**src/rtl/sprite_wr_pkg.sv**
```systemverilog
// Shared types and constants for the sprite RAM write engine.
package sprite_wr_pkg;

    typedef enum logic [1:0] {IDLE, BURST, FILL} wr_state_t;

    localparam logic OP_BURST = 1'b0;
    localparam logic OP_FILL  = 1'b1;

    localparam int unsigned WORD_WIDTH     = 32;
    localparam int unsigned PIX_WIDTH      = 2;
    localparam int unsigned PIX_PER_WORD   = WORD_WIDTH / PIX_WIDTH;
    localparam int unsigned CMD_ADDR_WIDTH = 10;

    typedef struct packed {
        logic                      op;
        logic [CMD_ADDR_WIDTH-1:0] addr;
        logic [WORD_WIDTH-1:0]     data;
    } cmd_t;

endpackage

```
**src/rtl/sprite_cmd_slot.sv**
```systemverilog
// One-entry command holding register: loads when the engine cannot take a command directly.
module sprite_cmd_slot
    import sprite_wr_pkg::*;
(
    input  logic clk,
    input  logic reset,
    input  logic load,
    input  logic clear,
    input  cmd_t cmd_in,
    output cmd_t cmd_out,
    output logic valid,
    output logic ready
);

    cmd_t cmd_q;
    logic valid_q;

    always_ff @(posedge clk or posedge reset) begin
        if (reset) begin
            valid_q <= 1'b0;
            cmd_q   <= '0;
        end else if (load) begin
            valid_q <= 1'b1;
            cmd_q   <= cmd_in;
        end else if (clear) begin
            valid_q <= 1'b0;
        end
    end

    assign cmd_out = cmd_q;
    assign valid   = valid_q;
    // Reset gates ready combinationally so no command is taken while reset is held.
    assign ready   = ~valid_q & ~reset;

endmodule

```
**src/rtl/sprite_ram_loader.sv**
```systemverilog
// Turns BURST/FILL commands into one-pixel-per-cycle writes on the sprite RAM write port.
module sprite_ram_loader
    import sprite_wr_pkg::*;
#(
    parameter int unsigned ADDR_WIDTH = CMD_ADDR_WIDTH,
    parameter int unsigned DATA_WIDTH = PIX_WIDTH
) (
    input  logic                  clk,
    input  logic                  reset,
    input  logic                  cmd_valid,
    output logic                  cmd_ready,
    input  logic                  cmd_op,
    input  logic [ADDR_WIDTH-1:0] cmd_addr,
    input  logic [31:0]           cmd_data,
    output logic                  we,
    output logic [ADDR_WIDTH-1:0] addr_w,
    output logic [DATA_WIDTH-1:0] din,
    output logic                  busy,
    output logic                  done_tick
);

    localparam logic [ADDR_WIDTH-1:0] BurstLast = ADDR_WIDTH'(32 / DATA_WIDTH - 1);
    localparam logic [ADDR_WIDTH-1:0] FillLast  = '1;

    wr_state_t             state_q, state_d;
    logic [ADDR_WIDTH-1:0] cnt_q, cnt_d;
    logic [31:0]           data_q, data_d;
    logic                  we_q, we_d;
    logic [ADDR_WIDTH-1:0] addr_q, addr_d;
    logic [DATA_WIDTH-1:0] din_q, din_d;
    logic                  done_q, done_d;

    cmd_t new_cmd, pend_cmd, load_cmd;
    logic pend_valid, slot_ready;
    logic accept, final_wr, engine_free, load_eng, slot_load, slot_clear;

    assign new_cmd = '{op: cmd_op, addr: cmd_addr, data: cmd_data};
    assign accept  = cmd_valid & slot_ready;

    // The cycle whose write is on the port is the last one of the current command.
    assign final_wr    = ((state_q == BURST) && (cnt_q == BurstLast)) ||
                         ((state_q == FILL)  && (cnt_q == FillLast));
    assign engine_free = (state_q == IDLE) | final_wr;
    assign slot_load   = accept & ~engine_free;
    assign slot_clear  = final_wr & pend_valid;

    sprite_cmd_slot u_slot (
        .clk     (clk),
        .reset   (reset),
        .load    (slot_load),
        .clear   (slot_clear),
        .cmd_in  (new_cmd),
        .cmd_out (pend_cmd),
        .valid   (pend_valid),
        .ready   (slot_ready)
    );

    always_comb begin
        load_eng = 1'b0;
        load_cmd = new_cmd;
        state_d  = state_q;
        cnt_d    = cnt_q;
        data_d   = data_q;
        we_d     = 1'b0;
        addr_d   = addr_q;
        din_d    = din_q;
        done_d   = 1'b0;

        // A pending command always goes first; the slot is empty whenever a new one is accepted.
        if (final_wr && pend_valid) begin
            load_eng = 1'b1;
            load_cmd = pend_cmd;
        end else if (accept && engine_free) begin
            load_eng = 1'b1;
        end

        if (load_eng) begin
            state_d = (load_cmd.op == OP_FILL) ? FILL : BURST;
            cnt_d   = '0;
            data_d  = load_cmd.data;
            we_d    = 1'b1;
            addr_d  = (load_cmd.op == OP_FILL) ? '0 : load_cmd.addr;
            din_d   = load_cmd.data[DATA_WIDTH-1:0];
        end else if (final_wr) begin
            state_d = IDLE;
        end else begin
            unique case (state_q)
                BURST: begin
                    cnt_d  = cnt_q + 1'b1;
                    we_d   = 1'b1;
                    addr_d = addr_q + 1'b1;
                    data_d = data_q >> DATA_WIDTH;
                    din_d  = data_q[2*DATA_WIDTH-1:DATA_WIDTH];
                    done_d = (cnt_q == BurstLast - 1'b1);
                end
                FILL: begin
                    cnt_d  = cnt_q + 1'b1;
                    we_d   = 1'b1;
                    addr_d = addr_q + 1'b1;
                    done_d = (cnt_q == FillLast - 1'b1);
                end
                default: ;
            endcase
        end
    end

    always_ff @(posedge clk or posedge reset) begin
        if (reset) begin
            state_q <= IDLE;
            cnt_q   <= '0;
            data_q  <= '0;
            we_q    <= 1'b0;
            addr_q  <= '0;
            din_q   <= '0;
            done_q  <= 1'b0;
        end else begin
            state_q <= state_d;
            cnt_q   <= cnt_d;
            data_q  <= data_d;
            we_q    <= we_d;
            addr_q  <= addr_d;
            din_q   <= din_d;
            done_q  <= done_d;
        end
    end

    assign cmd_ready = slot_ready;
    assign we        = we_q;
    assign addr_w    = addr_q;
    assign din       = din_q;
    assign done_tick = done_q;
    assign busy      = (state_q != IDLE) | pend_valid;

endmodule

```
**config.mk**
```make
export PLATFORM = sky130hd
export DESIGN_NAME = sprite_ram_loader
export DESIGN_NICKNAME = d
export VERILOG_FILES = /design/src/rtl/sprite_wr_pkg.sv /design/src/rtl/sprite_cmd_slot.sv /design/src/rtl/sprite_ram_loader.sv
export SDC_FILE = /design/constraint.sdc
export NUM_CORES = 1
export LEC_CHECK = 0
export ABC_AREA = 1
export CAP_MARGIN = 20
export CORE_ASPECT_RATIO = 0.6
export CORE_MARGIN = 8
export CORE_UTILIZATION = 60
export DETAILED_ROUTE_END_ITERATION = 16
export PLACE_DENSITY = 0.85
export REMOVE_ABC_BUFFERS = 1
export SLEW_MARGIN = 25
export SYNTH_ARGS = -nofsm -noshare
export SYNTH_HDL_FRONTEND = slang
export SYNTH_SLANG_ARGS = --single-unit
```
**constraint.sdc**
```tcl
create_clock -name clk -period 6.1 [get_ports clk]
set_input_delay 0.61 -clock clk [delete_from_list [all_inputs] [get_ports clk]]
set_output_delay 0.61 -clock clk [all_outputs]
set_load 0.05 [all_outputs]
```
==> flow_metrics.tcl, run 1 <==
set metrics [dict create \
    yosysMostFrequentCell "sky130_fd_sc_hd__nand2_1" \
    p_switching_w 0.00112 \
    unrepaired_setup_endpoints_after_global_routing "false" \
    synth_largest_type_area_fraction 0.462 \
    ctsHoldBuffers 0 \
    synth.largest_area_cell "sky130_fd_sc_hd__dfrtp_1" \
    comb_power_share 0.405 \
    antenna_cells_inserted 0 \
    postSynthCellCount 665 \
    clock_tree.root_cell "sky130_fd_sc_hd__clkbuf_16" \
    area_grow_syn2layout_pct 14.9 \
    ff2ff_setup_slack_ns 3.20 \
    synth_cell_type_count 36 \
    holdCritPathClass "flip-flop to flip-flop" \
    hpwlAfterDp_um 8190 \
    cts-resized-gates 0 \
    detail-route-antenna-nets 0 \
    port_buffers 61 \
    dieArea_um2 12400 \
    cts.sink_count 100 \
    tritoncts "built" \
    initial_core_utilization 0.626 \
    yosys_register_bits 100 \
    timing.hold.ws_ns 0.492 \
    row_count 26 \
    synthArstFlopShare 1.00 \
    cp.arrival_ns 3.14 \
    drive_gt1_frac 0.106 \
    first_global_vias 4346 \
    critical_path_fanout_max 39 \
    number_of_antenna_violations_at_the_first_check_in_global_routing 0 \
    cp_data_required_time_ns 6.33 \
    detailed_routing_iterations_pass_1 5 \
    pwr_density_cell_nw_per_um2 437 \
    pwr-share-clk 0.187 \
    worstMarginPinSlew_ns 0.853 \
    layout_min_cycle_time_ns 2.90 \
    setup_violations 0 \
    clk-insertion-delay-late_ns 0.35 \
    cts_setup_buffers 0 \
    post_synth_instance_area_um2 5420 \
    post_synth_most_frequent_cells "sky130_fd_sc_hd__nand2_1 (172), sky130_fd_sc_hd__dfrtp_1 (100), sky130_fd_sc_hd__nand3_1 (77), sky130_fd_sc_hd__inv_1 (61), sky130_fd_sc_hd__o21ai_0 (52)" \
    primary_ff_master_synth "sky130_fd_sc_hd__dfrtp_1" \
    finalWirelength_um 12200 \
    floorplan.io_pins 62 \
    run_status "finished clean" \
    cts-buffers-inserted 9 \
    internal_power_w 0.00160 \
    routed_via_density 5.61 \
    grt.overflow.total 0 \
    placeableCoreArea_um2 8650 \
    grt.total_usage 0.202 \
    netSwitchingFraction 0.411 \
    post_synth_main_area_contributors "sky130_fd_sc_hd__dfrtp_1 (46%), sky130_fd_sc_hd__nand2_1 (12%), sky130_fd_sc_hd__nand3_1 (7.1%)" \
    via_count 4593 \
    maxClockFrequency_ghz 0.344 \
    leakagePower_nw 3.00 \
    worst_clock_skew_ns 0.00432 \
    yosys_warnings 0 \
    clk_pin_slew_ns 0.06 \
    place.gp.congestion 0.847 \
    cap_violations 0 \
    timing.final.max_slew_violations 0 \
    irDropWorstVdd_mv 0.200 \
    grt_first_pass_wirelength_um 20400 \
    critPathKind "flip-flop to flip-flop" \
    wire_per_inst_um 14.9 \
    syn_avg_cell_area_um2 8.15 \
    final_hold_viol_count 0 \
    nNetsFinal 754 \
    h-tree-depth 3 \
    synth-edff-count 0 \
    ys_seq_area_frac 0.462 \
    final.setup.tns_ns 0 \
    worstSetupEndpointType "flip-flop" \
    power.sequential.fraction 0.407 \
    grt_max_degree 69 \
    final.period_utilization 0.476 \
    drt_iter0_markers 321 \
    die_width_um 139 \
    ctsLongestPathBuffers 2 \
    startpoint_type "flip-flop" \
    maxSlewHeadroom 0.431 \
    drc 0 \
    fp.dieH_um 89.6 \
]
-- final cells by class --
class,count,area [um^2]
Clock inverter,3,15.0
Fill cell,659,2430
Clock buffer,12,236
Timing Repair Buffer,66,661
Inverter,64,243
Tap cell,112,140
Sequential cell,100,2500
Multi-Input combinational cell,461,2430
-- routing by layer --
layer  track usage  vias up  part of all wire
met5             0        -                 0
met4        0.0495        0            0.0096
met3        0.0591       13             0.067
met2         0.338      152              0.46
met1         0.258     2196              0.47
li1              -     2232                 -
-- kinds of logic (layout without fill, tap and decap cells) --
family                     Yosys count  after routing  share of synthesized area
and+or+nand+nor                    347            347                      0.316
buffers and inverters              104            145                     0.0919
DFF                                100            100                      0.462
AOI/OAI and AO/OA                   94             94                     0.0894
muxes                               10             10                     0.0208
adders and majority gates            6              6                     0.0139
xor gates and xnor gates             4              4                    0.00647
-- worst paths after layout --
kind                               startpoint                  to  depth (start not counted)
max                                state_q[0]  u_slot.cmd_out[39]                         10
min                        u_slot.cmd_out[23]  u_slot.cmd_out[23]                          2
max reg2reg                        state_q[0]  u_slot.cmd_out[39]                         10
min reg2reg                u_slot.cmd_out[23]  u_slot.cmd_out[23]                          2
max in group asynchronous               reset  u_slot.cmd_out[32]                          3
min in group asynchronous               reset  u_slot.cmd_out[28]                          2
-- placed cells by master, fill, tap and decap left out, drive strengths merged, types with 6 or more instances in the layout --
cell type	instances
nor2	47
mux2	10
a21oi	34
clkdlybuf4s50	61
inv	64
ha	6
nand3	107
clkbuf	12
dfrtp	100
nand2	180
o21ai	54
-- flip-flops by register name (all words and copies together) (netlist names) --
register	count
u_slot.cmd_out	43
data_q	32
addr_w	10
cnt_q	10
state_q	2
done_tick	1
u_slot.valid	1
we	1
-- worst max-delay path: stages (launching register included) --
cell	delay [ns]
sky130_fd_sc_hd__dfrtp_1	0.39
sky130_fd_sc_hd__inv_1	0.12
sky130_fd_sc_hd__ha_1	0.19
sky130_fd_sc_hd__inv_1	0.07
sky130_fd_sc_hd__nor2_2	0.19
sky130_fd_sc_hd__nand3_4	0.14
sky130_fd_sc_hd__nand2_8	0.22
sky130_fd_sc_hd__inv_2	0.08
sky130_fd_sc_hd__nand3_2	0.50
sky130_fd_sc_hd__buf_4	0.48
sky130_fd_sc_hd__mux2_2	0.39
-- through the flow --
step / std cells / setup slack (ns) / total power, W / util / cell area, um^2
finish: 818 / 3.20 / 0.00272 / 0.719 / 6220
global route: 818 / 3.02 / 0.00290 / 0.719 / 6220
CTS: 817 / 3.21 / 0.00270 / 0.717 / 6200
floorplan: 625 / 2.83 / 0.00186 / - / 5160
detailed placement: 802 / 3.09 / 0.00219 / 0.688 / 5950
global placement: 802 / 3.04 / 0.00212 / 0.687 / 5950
-- power groups by stage --
stage	clock (W)	sequential [W]	combinational, W
2_1_floorplan	0	0.00121	0.000656
3_3_place_gp	0	0.00110	0.00102
3_5_place_dp	0	0.00111	0.00108
4_1_cts	0.000515	0.00110	0.00109
5_1_grt	0.000541	0.00114	0.00122
6_report	0.000509	0.00111	0.00110
No activity file was read; power rests on OpenSTA's default activity.
==> inputs of run 2 (changes only) <==
--- a/config.mk
+++ b/config.mk
@@ -9,9 +9,9 @@
 export CAP_MARGIN = 20
 export CORE_ASPECT_RATIO = 0.6
 export CORE_MARGIN = 8
-export CORE_UTILIZATION = 60
+export CORE_UTILIZATION = 51
 export DETAILED_ROUTE_END_ITERATION = 16
-export PLACE_DENSITY = 0.85
+export PLACE_DENSITY = 0.76
 export REMOVE_ABC_BUFFERS = 1
 export SLEW_MARGIN = 25
 export SYNTH_ARGS = -nofsm -noshare
==> constraint.sdc (replaced) <==
create_clock -name clk -period 2.49 [get_ports clk]
set_input_delay 0.249 -clock clk [delete_from_list [all_inputs] [get_ports clk]]
set_output_delay 0.249 -clock clk [all_outputs]
set_load 0.05 [all_outputs]
==> flow_metrics.tcl, run 2 (synthesis results as in run 1) <==
set metrics [dict create \
    setup_violations 0 \
    regToRegStartpoint "state_q[0]" \
    timing.hold.ws_ns 0.340 \
    worst_clock_skew_ns 0.00617 \
    irDropWorstVdd_mv 0.855 \
    layoutNonFillerInstCount 855 \
    drive_gt1_frac 0.122 \
    row_count 29 \
    clk_pin_slew_ns 0.06 \
    antenna_cells_inserted 0 \
    critical_path.slowest_cell "sky130_fd_sc_hd__dfrtp_1" \
    grt.total_usage 0.189 \
    number_of_antenna_violations_at_the_first_check_in_global_routing 0 \
    cts-buffers-inserted 9 \
    most_common_cell_after_layout_fill_and_taps_aside "sky130_fd_sc_hd__nand2_1" \
    cp_data_required_time_ns 2.72 \
    final-seq-area_um2 2500 \
    routed_via_density 5.34 \
    crit_path_max_incr_delay_ns 0.38 \
    nNetsFinal 765 \
    final_core_utilization 0.609 \
    final.setup.tns_ns 0 \
    cts.sink_count 100 \
    via_count 4568 \
    place.gp.congestion 0.799 \
    tritoncts "built" \
    unrepaired_setup_endpoints_after_global_routing "false" \
    ctsHoldBuffers 0 \
    multi_input_area_um2 2420 \
    port_buffers 61 \
    area_grow_syn2layout_pct 17.4 \
    dp.cells 841 \
    first_global_vias 4575 \
    maxSlewHeadroom 0.637 \
    detail-route-antenna-nets 0 \
    grt_max_degree 43 \
    h-tree-depth 3 \
    startpoint_type "flip-flop" \
    clock_tree.root_cell "sky130_fd_sc_hd__clkbuf_16" \
    ff2ff_setup_slack_ns 0.24 \
    drt_iter0_markers 442 \
    grt_first_pass_wirelength_um 21700 \
    ctsLongestPathBuffers 2 \
    floorplan.io_pins 62 \
    fillCellCount 907 \
    placeableCoreArea_um2 10500 \
    cp.arrival_ns 2.48 \
    leading_cell_types_in_the_layout_fill_and_taps_excluded "sky130_fd_sc_hd__nand2_1 (171), sky130_fd_sc_hd__dfrtp_1 (100), sky130_fd_sc_hd__nand3_1 (77)" \
    holdCritPathClass "primary input to asynchronous set/reset pin" \
    worstMarginPinSlew_ns 0.545 \
    grt.overflow.total 0 \
    worstSetupEndpointType "flip-flop" \
    final.period_utilization 0.904 \
    cap_violations 0 \
    largest_register_ffs 43 \
    cts_setup_buffers 0 \
    detailed_routing_iterations_pass_1 5 \
    initial_core_utilization 0.518 \
    design_power_total_w 0.00679 \
    drc 0 \
    die_width_um 149 \
    timing.final.max_slew_violations 0 \
    leakagePower_nw 3.05 \
    critical_path_fanout_max 27 \
    pwr_density_cell_nw_per_um2 1070 \
    finalWirelength_um 12700 \
    final_hold_viol_count 0 \
    hpwlAfterDp_um 9020 \
    path_cells "inv_1, ha_1, inv_1, nor2_2, nand3_4, nand2_8, nand2_8, nand2_4, nand2_4, nand2_4, inv_1, nand2_1, nand2_1" \
    critPathKind "flip-flop to flip-flop" \
    maxClockFrequency_ghz 0.444 \
    clk-insertion-delay-late_ns 0.34 \
    fp.dieH_um 95.8 \
    dieArea_um2 14300 \
    layout_min_cycle_time_ns 2.25 \
    startpoint "state_q[0]" \
    run_status "finished clean" \
    wire_per_inst_um 14.8 \
]
run 2: what timing repair did:
| action | CTS | global route |
|---|---|---|
| setup endpoints to repair | 0 | 7 |
| resized for setup | 0 | 2 |
| hold endpoints to repair | 0 | 0 |
run 2: through the flow:
| step | instance area [um^2] | setup slack, ns |
|---|---|---|
| after floorplan | 5160 | -0.779 |
| after global placement | 6080 | 0.267 |
| after detailed placement | 6080 | 0.170 |
| after CTS | 6350 | 0.151 |
| after global routing | 6360 | 0.0475 |
| final | 6360 | 0.239 |
run 2: report_power, final:
group | total [W] | internal [W] | switching (W)
logic | 0.00271 | 0.000966 | 0.00175
registers | 0.00275 | 0.00229 | 0.000453
clock network | 0.00133 | 0.000769 | 0.000562
run 2: final cells by class:
type,count,share of cell area
Sequential cell,100,0.393
Timing Repair Buffer,77,0.117
Clock inverter,2,0.00590
Tap cell,139,0.0273
Clock buffer,12,0.0372
Inverter,64,0.0382
Multi-Input combinational cell,461,0.381
run 2: critical path, delay by kind of cell (launching register included):
kind	cells	cell delay (ns)
fa+ha+maj	1	0.19
simple gates	9	1.23
flops	1	0.38
buf+inv	3	0.32
run 2: routing by layer:
metal | share of wire | vias to the layer above | track usage
met2 | 0.45 | 126 | 0.290
met1 | 0.48 | 2185 | 0.252
met3 | 0.063 | 13 | 0.0516
met5 | 0 | - | 0
met4 | 0.014 | 0 | 0.0718
li1 | - | 2244 | -
run 2: final timing paths:
check,to,depth (start not counted)
worst min-delay path,state_q[1],2
worst max-delay path,cnt_q[9],13
worst min register to register,u_slot.cmd_out[30],2
worst max register to register,cnt_q[9],13
min in group clk,u_slot.cmd_out[30],2
max in group asynchronous,addr_w[9],3
==> inputs of run 3 (changes only) <==
--- a/config.mk
+++ b/config.mk
@@ -10,6 +10,7 @@
 export CORE_ASPECT_RATIO = 0.6
 export CORE_MARGIN = 8
 export CORE_UTILIZATION = 51
+export CTS_CLUSTER_SIZE = 12
 export DETAILED_ROUTE_END_ITERATION = 16
 export PLACE_DENSITY = 0.76
 export REMOVE_ABC_BUFFERS = 1
==> results of run 3 <==
No change in the layout: final DEF, timing and power equal those of run 2.
